$ cat config.mk
export PLATFORM = sky130hd
export DESIGN_NAME = uart_rx_pkt_parser
export DESIGN_NICKNAME = d
export VERILOG_FILES = /design/src/rtl/uart_pkt_pkg.sv /design/src/rtl/uart_pkt_buf.sv /design/src/rtl/uart_rx_pkt_parser.sv
export SDC_FILE = /design/constraint.sdc
export NUM_CORES = 1
export LEC_CHECK = 0
export BUFFER_PORTS_ARGS = -buffer_cell sky130_fd_sc_hd__buf_2
export CAP_MARGIN = 15
export CORE_MARGIN = 4
export CORE_UTILIZATION = 50
export CTS_CLUSTER_DIAMETER = 200
export DETAILED_ROUTE_END_ITERATION = 10
export PLACE_DENSITY = 0.73
export SYNTH_ARGS = -nofsm -noshare
export SYNTH_HDL_FRONTEND = slang
export SYNTH_HIERARCHICAL = 1
export SYNTH_SLANG_ARGS = --single-unit
$ cat constraint.sdc
create_clock -name UART_clk -period 3.2 [get_ports UART_clk]
set_clock_uncertainty 0.15 [all_clocks]
set_input_delay 0.64 -clock UART_clk [delete_from_list [all_inputs] [get_ports UART_clk]]
set_output_delay 0.64 -clock UART_clk [all_outputs]
set_load 0.005 [all_outputs]
$ cat src/rtl/uart_pkt_pkg.sv
// Shared types and constants for the UART receive packet parser.
package uart_pkt_pkg;

  typedef enum logic [2:0] {
    HUNT,
    LEN,
    PAYLOAD,
    CHK,
    DRAIN
  } state_t;

  localparam logic [2:0] ERR_NONE    = 3'd0;
  localparam logic [2:0] ERR_BAD_LEN = 3'd1;
  localparam logic [2:0] ERR_LINE    = 3'd2;
  localparam logic [2:0] ERR_CHK     = 3'd3;
  localparam logic [2:0] ERR_TIMEOUT = 3'd4;

  // FIFO word layout {BE,OE,PE,FE,data[7:0]}: flag field is bits 11..8.
  localparam int FLAG_LSB = 8;
  localparam int FLAG_MSB = 11;

  function automatic logic has_line_err(input logic [11:0] word);
    return |word[FLAG_MSB:FLAG_LSB];
  endfunction

endpackage

$ cat src/rtl/uart_pkt_buf.sv
// Payload register file: one synchronous write port, one combinational read port.
module uart_pkt_buf #(
  parameter int DEPTH = 16,
  parameter int AW    = $clog2(DEPTH)
) (
  input  logic          clk,
  input  logic          we,
  input  logic [AW-1:0] waddr,
  input  logic [7:0]    wdata,
  input  logic [AW-1:0] raddr,
  output logic [7:0]    rdata
);

  logic [7:0] mem [DEPTH];

  always_ff @(posedge clk) begin
    if (we) mem[waddr] <= wdata;
  end

  assign rdata = mem[raddr];

endmodule

$ cat src/rtl/uart_rx_pkt_parser.sv
// Frames UART FIFO bytes into SOF/LEN/payload/CHK packets and releases
// checksum-verified payloads on a valid/ready byte stream.
module uart_rx_pkt_parser
  import uart_pkt_pkg::*;
#(
  parameter logic [7:0] SOF_BYTE    = 8'hA5,
  parameter int         MAX_LEN     = 16,
  parameter int         TIMEOUT_CYC = 1000
) (
  input  logic        UART_clk,
  input  logic        rst,
  input  logic [11:0] fifo_rd_data,
  input  logic        fifo_empty,
  output logic        fifo_rd_en,
  output logic [7:0]  out_data,
  output logic        out_valid,
  input  logic        out_ready,
  output logic        out_last,
  output logic        pkt_ok,
  output logic        pkt_err,
  output logic [2:0]  err_code,
  output logic [15:0] ok_cnt,
  output logic [15:0] err_cnt
);

  localparam int IW = $clog2(MAX_LEN);
  localparam int TW = $clog2(TIMEOUT_CYC + 1);

  state_t          state, state_n;
  logic            rd_pending;
  logic [IW-1:0]   len_m1, len_m1_n;
  logic [IW-1:0]   idx, idx_n;
  logic [IW-1:0]   rd_idx, rd_idx_n;
  logic [7:0]      chk_acc, chk_n;
  logic [TW-1:0]   tmo_cnt, tmo_n;
  logic            ok_set, abort, buf_we;
  logic [2:0]      abort_code;
  logic [7:0]      rx_byte, buf_rdata;
  logic            line_err, in_pkt, tmo_hit;

  assign rx_byte  = fifo_rd_data[7:0];
  assign line_err = has_line_err(fifo_rd_data);
  assign in_pkt   = (state == LEN) || (state == PAYLOAD) || (state == CHK);
  assign tmo_hit  = (tmo_cnt == TW'(TIMEOUT_CYC));

  // One read in flight at most; no pops while draining or during a status pulse.
  assign fifo_rd_en = !fifo_empty && !rd_pending && (state != DRAIN) && !pkt_ok && !pkt_err;

  // A byte transfers on out_valid && out_ready; data and last hold while stalled.
  assign out_valid = (state == DRAIN) && !pkt_ok;
  assign out_last  = out_valid && (rd_idx == len_m1);
  assign out_data  = out_valid ? buf_rdata : 8'h00;

  uart_pkt_buf #(.DEPTH(MAX_LEN), .AW(IW)) u_buf (
    .clk   (UART_clk),
    .we    (buf_we),
    .waddr (idx),
    .wdata (rx_byte),
    .raddr (rd_idx),
    .rdata (buf_rdata)
  );

  always_comb begin
    state_n    = state;
    len_m1_n   = len_m1;
    idx_n      = idx;
    rd_idx_n   = rd_idx;
    chk_n      = chk_acc;
    tmo_n      = '0;
    buf_we     = 1'b0;
    ok_set     = 1'b0;
    abort      = 1'b0;
    abort_code = ERR_NONE;

    // An arriving word always beats expiry, so the timer only acts on idle cycles.
    if (in_pkt && !rd_pending) begin
      if (tmo_hit) begin
        abort      = 1'b1;
        abort_code = ERR_TIMEOUT;
      end else begin
        tmo_n = tmo_cnt + TW'(1);
      end
    end

    case (state)
      HUNT: begin
        if (rd_pending && !line_err && (rx_byte == SOF_BYTE)) state_n = LEN;
      end
      LEN: begin
        if (rd_pending) begin
          if (line_err) begin
            abort      = 1'b1;
            abort_code = ERR_LINE;
          end else if ((rx_byte != 8'd0) && (rx_byte <= 8'(MAX_LEN))) begin
            len_m1_n = IW'(rx_byte - 8'd1);
            chk_n    = rx_byte;
            idx_n    = '0;
            state_n  = PAYLOAD;
          end else begin
            abort      = 1'b1;
            abort_code = ERR_BAD_LEN;
          end
        end
      end
      PAYLOAD: begin
        if (rd_pending) begin
          if (line_err) begin
            abort      = 1'b1;
            abort_code = ERR_LINE;
          end else begin
            buf_we = 1'b1;
            chk_n  = chk_acc ^ rx_byte;
            idx_n  = idx + IW'(1);
            if (idx == len_m1) state_n = CHK;
          end
        end
      end
      CHK: begin
        if (rd_pending) begin
          if (line_err) begin
            abort      = 1'b1;
            abort_code = ERR_LINE;
          end else if (rx_byte == chk_acc) begin
            ok_set   = 1'b1;
            rd_idx_n = '0;
            state_n  = DRAIN;
          end else begin
            abort      = 1'b1;
            abort_code = ERR_CHK;
          end
        end
      end
      DRAIN: begin
        if (out_valid && out_ready) begin
          if (out_last) state_n = HUNT;
          else          rd_idx_n = rd_idx + IW'(1);
        end
      end
      default: state_n = HUNT;
    endcase

    if (abort) state_n = HUNT;
  end

  always_ff @(posedge UART_clk) begin
    if (rst) begin
      state      <= HUNT;
      rd_pending <= 1'b0;
      len_m1     <= '0;
      idx        <= '0;
      rd_idx     <= '0;
      chk_acc    <= '0;
      tmo_cnt    <= '0;
      pkt_ok     <= 1'b0;
      pkt_err    <= 1'b0;
      err_code   <= ERR_NONE;
      ok_cnt     <= '0;
      err_cnt    <= '0;
    end else begin
      state      <= state_n;
      rd_pending <= fifo_rd_en;
      len_m1     <= len_m1_n;
      idx        <= idx_n;
      rd_idx     <= rd_idx_n;
      chk_acc    <= chk_n;
      tmo_cnt    <= tmo_n;
      pkt_ok     <= ok_set;
      pkt_err    <= abort;
      if (abort) err_code <= abort_code;
      if (ok_set && (ok_cnt != 16'hFFFF)) ok_cnt <= ok_cnt + 16'd1;
      if (abort && (err_cnt != 16'hFFFF)) err_cnt <= err_cnt + 16'd1;
    end
  end

endmodule

==> reports/summary.txt <==
status - finished clean
cell taking the most area after synthesis - edfxtp_1
multi-input logic area - 0.00326 mm²
Synth area leaders - edfxtp_1 44%, dfxtp_1 16%, mux4_2 4.6%
Starting Density - 0.508
drt total wl - 19.0 mm
Final HPWL DP - 12.8 mm
Avg WL per Cell - 19.2 µm
final worst setup slack - 0.116 ns
Yosys cell types - 57
clk buf depth - 2
Slew @ Worst Pin - 0.786 ns
Finished Layout Cells - 990
count of synthesis-stage warnings from yosys - 6
clk_lat worst skew - 0.43 ns
Sink Count - 199
Max Cap Viol - 0
Synth top area share - 0.441
Final ANT Viol Nets - 0
Post-Syn Nets - 689
Slew HR - 0.475
Max Fclk - 324 MHz
crit-path max FO - 19
die area - 0.0196 mm²
die extent in x - 140 µm
Core ar. - 0.0172 mm²
Hold Crit Class - reg2reg
Data required, critical path - 2.41 ns
hold buffers post-CTS - 0
global route overflow - 0
Mapped Cells - 664
Tot Pwr - 4860 µW
first-pass GRT wire length - 30.5 mm
PD cells - 486 mW/mm²
post-placement worst setup slack - 0.160 ns
post-placement cell count - 957
initial antenna violation count - 0
CTS tree - yes
slowest CP cell - mux4_1
CP cell instances - buf_12, mux4_1, a22oi_2, nand2_1, and2_1, buf_2
Total Neg Setup Slack - 0 ns
Total GRT Usage - 0.199
H-tree depth - 4
number of enable flip-flop cells after synthesis - 128
VDD IR max - 0.388 mV
Worst setup EP type - output port
Via-to-Cell Ratio - 5.80
Detailed Routing Iterations Pass 1 - 5
average cell area after synthesis - 13.1 µm²
final setup fails - 0
IO buf count - 63
# DRC - 0
io pins - 64
Setup CP Type - reg2out
RSZ-0062 raised after global routing - false
largest net degree at the start of global routing - 38
register area - 0.00527 mm²
number of cell rows - 48
CP arrival - 2.29 ns
share of cells above drive strength 1 - 0.214
Worst path max stage delay - 0.67 ns
FFs w/ async S/R, synth - 0
Syn-to-layout area delta - 14.7%
routability cong. - 0.873
Post-Synthesis Cell Area - 0.00872 mm²
Diodes inserted - 0
Slew Limit Fails - 0
postcts setup bufs - 0
commonest register cell after synthesis - edfxtp_1
fin crit share - 0.964
Pleak - 0.00343 µW
flops & latches, synth - 199
1st-iter DRT viols - 473
CTS buffer count - 17
Total Nets Final - 777
die height - 140 µm
register area share after synthesis - 0.604
Core Util, Final - 0.582
CTS clock-pin slew for the worst setup and hold paths - 0.07 ns
# fillers - 1363
minimum clock period after layout - 3.08 ns
via count - 5739
vias in the first global route - 5747
clk root buf - clkbuf_16
endpoints failing hold - 0
Worst setup SP type - flop
==> state kept, by name, summed over array words and instances, names as in the netlist, 4 cells and up <==
signal	count
u_buf/mem	128
err_cnt	16
ok_cnt	16
tmo_cnt	10
chk_acc	8
idx	4
len_m1	4
rd_idx	4
==> synthesized netlist by cell type (all sizes together) (2+ instances only) <==
cell type      instances
edfxtp               128
dfxtp                 71
nor2                  65
nand2                 46
mux4                  32
xnor2                 30
a21oi                 29
nand3                 21
o21ai                 20
nand4                 19
or3                   18
a22oi                 17
and2                  17
xor2                  17
nor3                  16
and3                  15
buf                   13
clkbuf                10
ha                     9
a211oi                 7
inv                    7
nand2b                 6
nand3b                 5
nor2b                  5
or4                    5
mux2i                  4
or2                    4
clkdlybuf4s25          3
nor3b                  3
or3b                   3
a21bo                  2
a41oi                  2
and4                   2
nor4                   2
o31ai                  2
==> metal layers <==
| layer | wire length [µm] | vias up | global-route usage |
|---|---|---|---|
| li1 | - | 2684 | - |
| met1 | 8010 | 2862 | 0.256 |
| met2 | 9650 | 166 | 0.334 |
| met3 | 993 | 27 | 0.0447 |
| met4 | 377 | 0 | 0.0699 |
| met5 | 0 | - | 0 |
==> what timing repair did <==
| item | 4_1_cts | 5_1_grt |
|---|---|---|
| hold endpoints to repair | 0 | 0 |
| setup endpoints to repair | 0 | 4 |
| resized for setup | 0 | 1 |
==> critical path: cells and delay by family, from the launching register on <==
kind,cells,cell delay (ns)
AOI/OAI and AO/OA,1,0.26
muxes,1,0.67
and+or+nand+nor,2,0.20
buffers and inverters,2,0.32
DFF,1,0.39
==> power by group <==
part           total [µW]  switching (µW)  internal, µW
sequential           2730            2.04          2730
combinational        94.1            67.1          27.0
clock                2040             951          1090
total                4860            1020          3840
==> layout by cell type, fill, tap and decap left out, types with 2 or more instances in the layout <==
cell          n
a211oi_1      6
a21oi_1      29
a22oi_1      15
a41oi_1       2
and2_1       17
and3_1       15
and4_1        2
buf_12        2
buf_2        63
buf_4        29
clkbuf_16    18
clkinv_1      3
clkinvlp_4    3
dfxtp_1      70
edfxtp_1    128
ha_1          9
inv_1         7
inv_8         5
mux2i_1       3
mux4_1       14
mux4_2       18
nand2_1      46
nand2b_1      6
nand3_1      21
nand3b_1      5
nand4_1      19
nor2_1       65
nor2b_1       5
nor3_1       13
nor3_2        3
nor3b_2       2
o21ai_0      15
o21ai_1       4
o31ai_1       2
or2_2         3
or3_1        18
or3b_2        3
or4_1         5
xnor2_1      30
xor2_1       17
==> per-stage QoR <==
step	cell area, µm²	hold WS (ns)
after floorplan	8720	0.291
after global placement	9410	0.312
after detailed placement	9410	0.320
after CTS	9970	0.323
after global routing	10000	0.356
final	10000	0.338
==> cell type report <==
cell class | count | share of cell area
sequential | 199 | 0.526
multi-input combinational | 432 | 0.326
timing repair buffer | 95 | 0.0598
clock buffer | 17 | 0.0425
tap | 225 | 0.0281
clock inverter | 15 | 0.0143
inverter | 7 | 0.00263
==> kinds of logic (layout without fill, tap and decap cells) <==
logic type                 after synthesis  count (layout)  share of synthesized area
buffers and inverters                   33             134                     0.0228
DFF                                    199             199                      0.604
xor gates and xnor gates                47              47                     0.0472
AOI/OAI and AO/OA                       82              82                     0.0613
and+or+nand+nor                        257             257                      0.156
muxes                                   37              37                     0.0960
adders and majority gates                9               9                     0.0129
==> worst paths after layout <==
| kind | from | end | slack [ns] | depth (start not counted) |
|---|---|---|---|---|
| worst max-delay path | rd_idx[0]$_SDFFE_PP0P_ | out_data[1] | 0.12 | 6 |
| worst min-delay path | tmo_cnt[0]$_SDFF_PP0_ | tmo_cnt[0]$_SDFF_PP0_ | 0.34 | 1 |
| worst max register to register | state[1]$_SDFFE_PP0P_ | u_buf/mem[0][1]$_DFFE_PP_ | 0.73 | 5 |
| worst min register to register | tmo_cnt[0]$_SDFF_PP0_ | tmo_cnt[0]$_SDFF_PP0_ | 0.34 | 1 |
Note: power is estimated with default switching activity, not from simulation.
